[config.mk]
export PLATFORM = sky130hd
export DESIGN_NAME = io_switch_cfg_master
export DESIGN_NICKNAME = d
export VERILOG_FILES = /design/src/rtl/io_switch_cfg_master.sv
export SDC_FILE = /design/constraint.sdc
export NUM_CORES = 1
export LEC_CHECK = 0
export ABC_AREA = 1
export BUFFER_PORTS_ARGS = -buffer_cell sky130_fd_sc_hd__buf_2
export CORE_ASPECT_RATIO = 0.6
export CORE_MARGIN = 1
export CORE_UTILIZATION = 35
export DETAILED_ROUTE_END_ITERATION = 8
export PLACE_DENSITY_LB_ADDON = 0.2
export SKIP_CTS_REPAIR_TIMING = 1
export SLEW_MARGIN = 20
export SYNTH_ARGS = -nofsm -noshare
export SYNTH_HDL_FRONTEND = slang
export SYNTH_SLANG_ARGS = --single-unit
[constraint.sdc]
create_clock -name clk -period 4.8 [get_ports clk]
set_clock_uncertainty 0.2 [all_clocks]
set_input_delay 0.96 -clock clk [delete_from_list [all_inputs] [get_ports clk]]
set_output_delay 0.96 -clock clk [all_outputs]
set_load 0.02 [all_outputs]
[src/rtl/io_switch_cfg_master.sv]
// Control-plane initiator for the 4x4 streaming I/O switch: stages routes in a shadow table and
// commits them one output at a time. Define IOSW_CFG_QUIESCE_EN to wait for each output to go quiet first.
module io_switch_cfg_master #(
  parameter int unsigned TIMEOUT_W = 8
) (
  input  logic       clk,
  input  logic       rst_n,
  input  logic       req_valid,
  output logic       req_ready,
  input  logic       req_commit,
  input  logic [1:0] req_dst,
  input  logic [1:0] req_src,
  input  logic [3:0] mon_out_valid,
  output logic [1:0] ctrl_addr,
  output logic       ctrl_wr_en,
  output logic [1:0] ctrl_wr_data,
  output logic       busy,
  output logic       err_timeout,
  output logic [7:0] active_table
);

  typedef enum logic [1:0] {IDLE, SCAN, WAIT_QUIET, WRITE} state_e;

  state_e     state_q;
  logic [1:0] idx_q;
  logic [1:0] shadow_q [4];
  logic [1:0] active_q [4];
  logic       ready_q;
  logic       wr_en_q;
  logic [1:0] addr_q;
  logic [1:0] data_q;
  logic       differs;
  logic       last_entry;

  assign differs    = shadow_q[idx_q] != active_q[idx_q];
  assign last_entry = idx_q == 2'd3;

`ifdef IOSW_CFG_QUIESCE_EN
  logic [1:0]           quiet_q, quiet_d;
  logic [TIMEOUT_W-1:0] to_q, to_d;
  logic                 err_q;

  // NOTE: every always_comb output gets a value on every path, so no latch is inferred.
  always_comb begin
    quiet_d = mon_out_valid[idx_q] ? 2'd0 : ((quiet_q == 2'd2) ? 2'd2 : quiet_q + 2'd1);
    to_d    = to_q + TIMEOUT_W'(1);
  end

  assign err_timeout = err_q;
`else
  logic [TIMEOUT_W+3:0] unused_cfg;
  assign unused_cfg  = {{TIMEOUT_W{1'b0}}, mon_out_valid};
  assign err_timeout = 1'b0;
`endif

  // NOTE: sequential state uses <= only, so every flop samples pre-edge values.
  always_ff @(posedge clk or negedge rst_n) begin
    if (!rst_n) begin
      state_q  <= IDLE;
      idx_q    <= 2'd0;
      // NOTE: both tables are reset because the switch's own route registers also reset to 0.
      shadow_q <= '{default: 2'd0};
      active_q <= '{default: 2'd0};
      ready_q  <= 1'b0;
      wr_en_q  <= 1'b0;
      addr_q   <= 2'd0;
      data_q   <= 2'd0;
`ifdef IOSW_CFG_QUIESCE_EN
      quiet_q  <= 2'd0;
      to_q     <= '0;
      err_q    <= 1'b0;
`endif
    end else begin
      wr_en_q <= 1'b0;
      addr_q  <= 2'd0;
      data_q  <= 2'd0;
      case (state_q)
        IDLE: begin
          ready_q <= 1'b1;
          // ready_q gates acceptance so nothing is taken in the first cycle after reset
          if (req_valid && ready_q) begin
            if (req_commit) begin
              idx_q   <= 2'd0;
              state_q <= SCAN;
              ready_q <= 1'b0;
`ifdef IOSW_CFG_QUIESCE_EN
              err_q   <= 1'b0;
`endif
            end else begin
              shadow_q[req_dst] <= req_src;
            end
          end
        end
        SCAN: begin
          if (!differs) begin
            if (last_entry) begin
              state_q <= IDLE;
              ready_q <= 1'b1;
            end else begin
              idx_q <= idx_q + 2'd1;
            end
          end else begin
`ifdef IOSW_CFG_QUIESCE_EN
            state_q <= WAIT_QUIET;
            quiet_q <= 2'd0;
            to_q    <= '0;
`else
            state_q <= WRITE;
            wr_en_q <= 1'b1;
            addr_q  <= idx_q;
            data_q  <= shadow_q[idx_q];
`endif
          end
        end
`ifdef IOSW_CFG_QUIESCE_EN
        WAIT_QUIET: begin
          quiet_q <= quiet_d;
          to_q    <= to_d;
          if (quiet_d == 2'd2) begin
            state_q <= WRITE;
            wr_en_q <= 1'b1;
            addr_q  <= idx_q;
            data_q  <= shadow_q[idx_q];
          end else if (&to_d) begin
            err_q <= 1'b1;
            if (last_entry) begin
              state_q <= IDLE;
              ready_q <= 1'b1;
            end else begin
              state_q <= SCAN;
              idx_q   <= idx_q + 2'd1;
            end
          end
        end
`endif
        WRITE: begin
          // the switch latches the write on this same edge
          active_q[idx_q] <= shadow_q[idx_q];
          if (last_entry) begin
            state_q <= IDLE;
            ready_q <= 1'b1;
          end else begin
            state_q <= SCAN;
            idx_q   <= idx_q + 2'd1;
          end
        end
        default: state_q <= IDLE;
      endcase
    end
  end

  assign req_ready    = ready_q;
  assign busy         = state_q != IDLE;
  assign ctrl_wr_en   = wr_en_q;
  assign ctrl_addr    = addr_q;
  assign ctrl_wr_data = data_q;
  assign active_table = {active_q[3], active_q[2], active_q[1], active_q[0]};

endmodule
==> flow_summary.toml <==
[worst_setup_path]
crit_top_cell = "inv_1"
worst-path-buf-inv = 3
crit_slowest_cell = "dfrtp_1"
cp_cell_sequence = "inv_1 -> ha_1 -> inv_1 -> buf_2"
critPathArrivalTime_ps = 1260
end_kind = "output port"
critPathKind = "reg2out"
critPathRequiredTime_ps = 3640
cpPeakStageDelay_ps = 430
crit_family = "flip-flops"
critPathLaunchType = "register"
crit_fanout = 5

[clock_tree]
cts_tree = "built"
cts_sinks = 26
clock_path_buffers = 2
clk_pin_slew_ps = 80
clkLatencyLatePin_ps = 260
cts_buffers = 3
cts-htree-levels = 1
cts_root_buffer = "clkbuf_8"

[drt]
drtAntennaViolNets = 0
vias_per_cell = 4.412
drt_iter0_markers = 54
vias = 1134
routedWlPerCell_um = 11.02
drt_pass1_iterations = 4
route.detailed.drc = 0
wl_mm = 2.832

[floorplan]
dieArea_mm2 = 0.004436
ios = 28
fp.dieH_um = 51.99
rows = 17
die_w_um = 85.32
start_util_pct = 38.07
core_area_mm2 = 0.003829

[synth]
syn_inst = 189
synth_seq_cells = 26
synth_largest_area_cell = "dfrtp_1"
synthTopCellsByArea = "dfrtp_1 45%, nand2_1 20%, ha_1 6.9%"
avgSynthCellArea_um2 = 7.712
ys.warnings.count = 0
synth_top_area_share_pct = 44.64
synth.distinct_cells = 22
syn_nets = 209
synth_area_mm2 = 0.001458
ys_seq_area_share_pct = 44.64

[finish]
final_cell_mix = "77 x nand2_1, 26 x dfrtp_1, 22 x buf_2, 19 x o21ai_0, 16 x inv_1"
drive_above_1_share_pct = 18.10
layout.nets = 232
n_antenna_cell = 0
mostFrequentLayoutCell = "nand2_1"
finish.utilization_pct = 42.75
syn_to_final_growth_pct = 12.27
fillers = 410

[global_route]
gr-total-overflow = 0
grt_max_degree = 27
grt_pass1_vias = 1009
grt_first_pass_wirelength_mm = 4.933
antenna_found_initial = 0
grt_use_total_pct = 14.84

[place]
dp_hpwl_mm = 2.147
numPortBuffers = 22
gp_congestion = 0.7946
dp_worst_setup_slack_ps = 2571

[hold_path]
min_path_type = "reg2reg"

[flow_run]
cap_violations = 0

[timing]
min_period_over_period_pct = 50.49
maxSlewViolCount = 0
tightest_slew_ps = 585.2
finalSetupTns_ps = 0
setup_ws_ps = 2376
fmax_mhz = 412.6
period_minus_slack_ps = 2424
setup_violations = 0
hold_viol = 0
relSlewSlack_pct = 60.98
rsz0062_at_grt = "false"

[power]
p_per_area_mw_per_mm2 = 591.7
leakage_uw = 0.0009103
total_power_uw = 968.3
vdd_drop_max_v = 0.0002164

[outcome]
run_status = "complete, no violations"
[metrics by stage]
stage                     hold slack (ps)  instances  instance area [um2]
after global placement              272.3        254                 1595
after CTS                           299.9        257                 1637
after floorplan                     253.4        189                 1458
final                               299.5        257                 1637
after detailed placement            277.6        254                 1595
after global routing                325.9        257                 1637
[registers in the layout, summed over array words and instances, names as in the netlist]
signal	flops
state_q	2
req_ready	1
idx_q	2
ctrl_wr_en	1
ctrl_addr	2
shadow_q	8
ctrl_wr_data	2
active_table	8
[tightest hold or removal path: cells and delay by family (launching register included)]
family / cells / cell delay, ps
AOI/OAI and AO/OA: 1 / 60
DFF: 1 / 360
and+or+nand+nor: 1 / 50
[cells in the mapped netlist]
master / number
nand2_4: 2
conb_1: 1
nand2_1: 77
buf_4: 2
nand3_1: 13
nor3_1: 1
dfrtp_1: 26
inv_2: 2
ha_1: 8
buf_2: 1
o21a_1: 1
inv_1: 16
o21ai_2: 2
nand4_1: 1
buf_6: 1
o21ai_1: 1
nand2_2: 4
nor2_1: 8
nand3_2: 1
nand2_8: 1
inv_4: 1
o21ai_0: 19
[cells by family (layout without fill, tap and decap cells)]
logic type	Yosys count	count (layout)	share of synthesized area (%)
compound gates	23	23	8.584
fa+ha+maj	8	8	6.867
buf+inv	23	44	7.210
flops	26	26	44.63
other cells	1	1	0.2573
simple gates	108	108	32.45
[per-layer routing]
metal	share of wire (%)	global-route usage, %
met5	0	0
met4	0.25	1.667
met3	4.8	4.444
met2	34	19.22
met1	61	23.82
[final timing paths]
path	from	to	slack [ps]	cells past startpoint
max	state_q[0]$_DFFE_PN0P_	busy	2380	4
min in group asynchronous	rst_n	shadow_q[1]$_DFFE_PN0P_	480	1
max in group asynchronous	rst_n	active_table[2]$_DFFE_PN0P_	3530	1
min	shadow_q[3]$_DFFE_PN0P_	shadow_q[3]$_DFFE_PN0P_	300	2
min reg2reg	shadow_q[3]$_DFFE_PN0P_	shadow_q[3]$_DFFE_PN0P_	300	2
max reg2reg	idx_q[0]$_DFFE_PN0P_	state_q[1]$_DFFE_PN0P_	2760	11
[final cells by class]
| class | instances | area (um2) | area share (%) |
|---|---|---|---|
| timing repair buffer | 22 | 110.1 | 6.728 |
| inverter | 19 | 73.82 | 4.511 |
| tap | 47 | 58.81 | 3.593 |
| sequential | 26 | 650.6 | 39.76 |
| clock buffer | 3 | 41.29 | 2.523 |
| multi-input combinational | 140 | 701.9 | 42.89 |
[report_power, final]
part	total, uW	internal [uW]	switching, uW	leakage [uW]
clock	119	56.1	63.2	0.0000216
combinational	494	168	326	0.000544
sequential	355	291	63.5	0.000344
(Power assumes the default switching activity.)
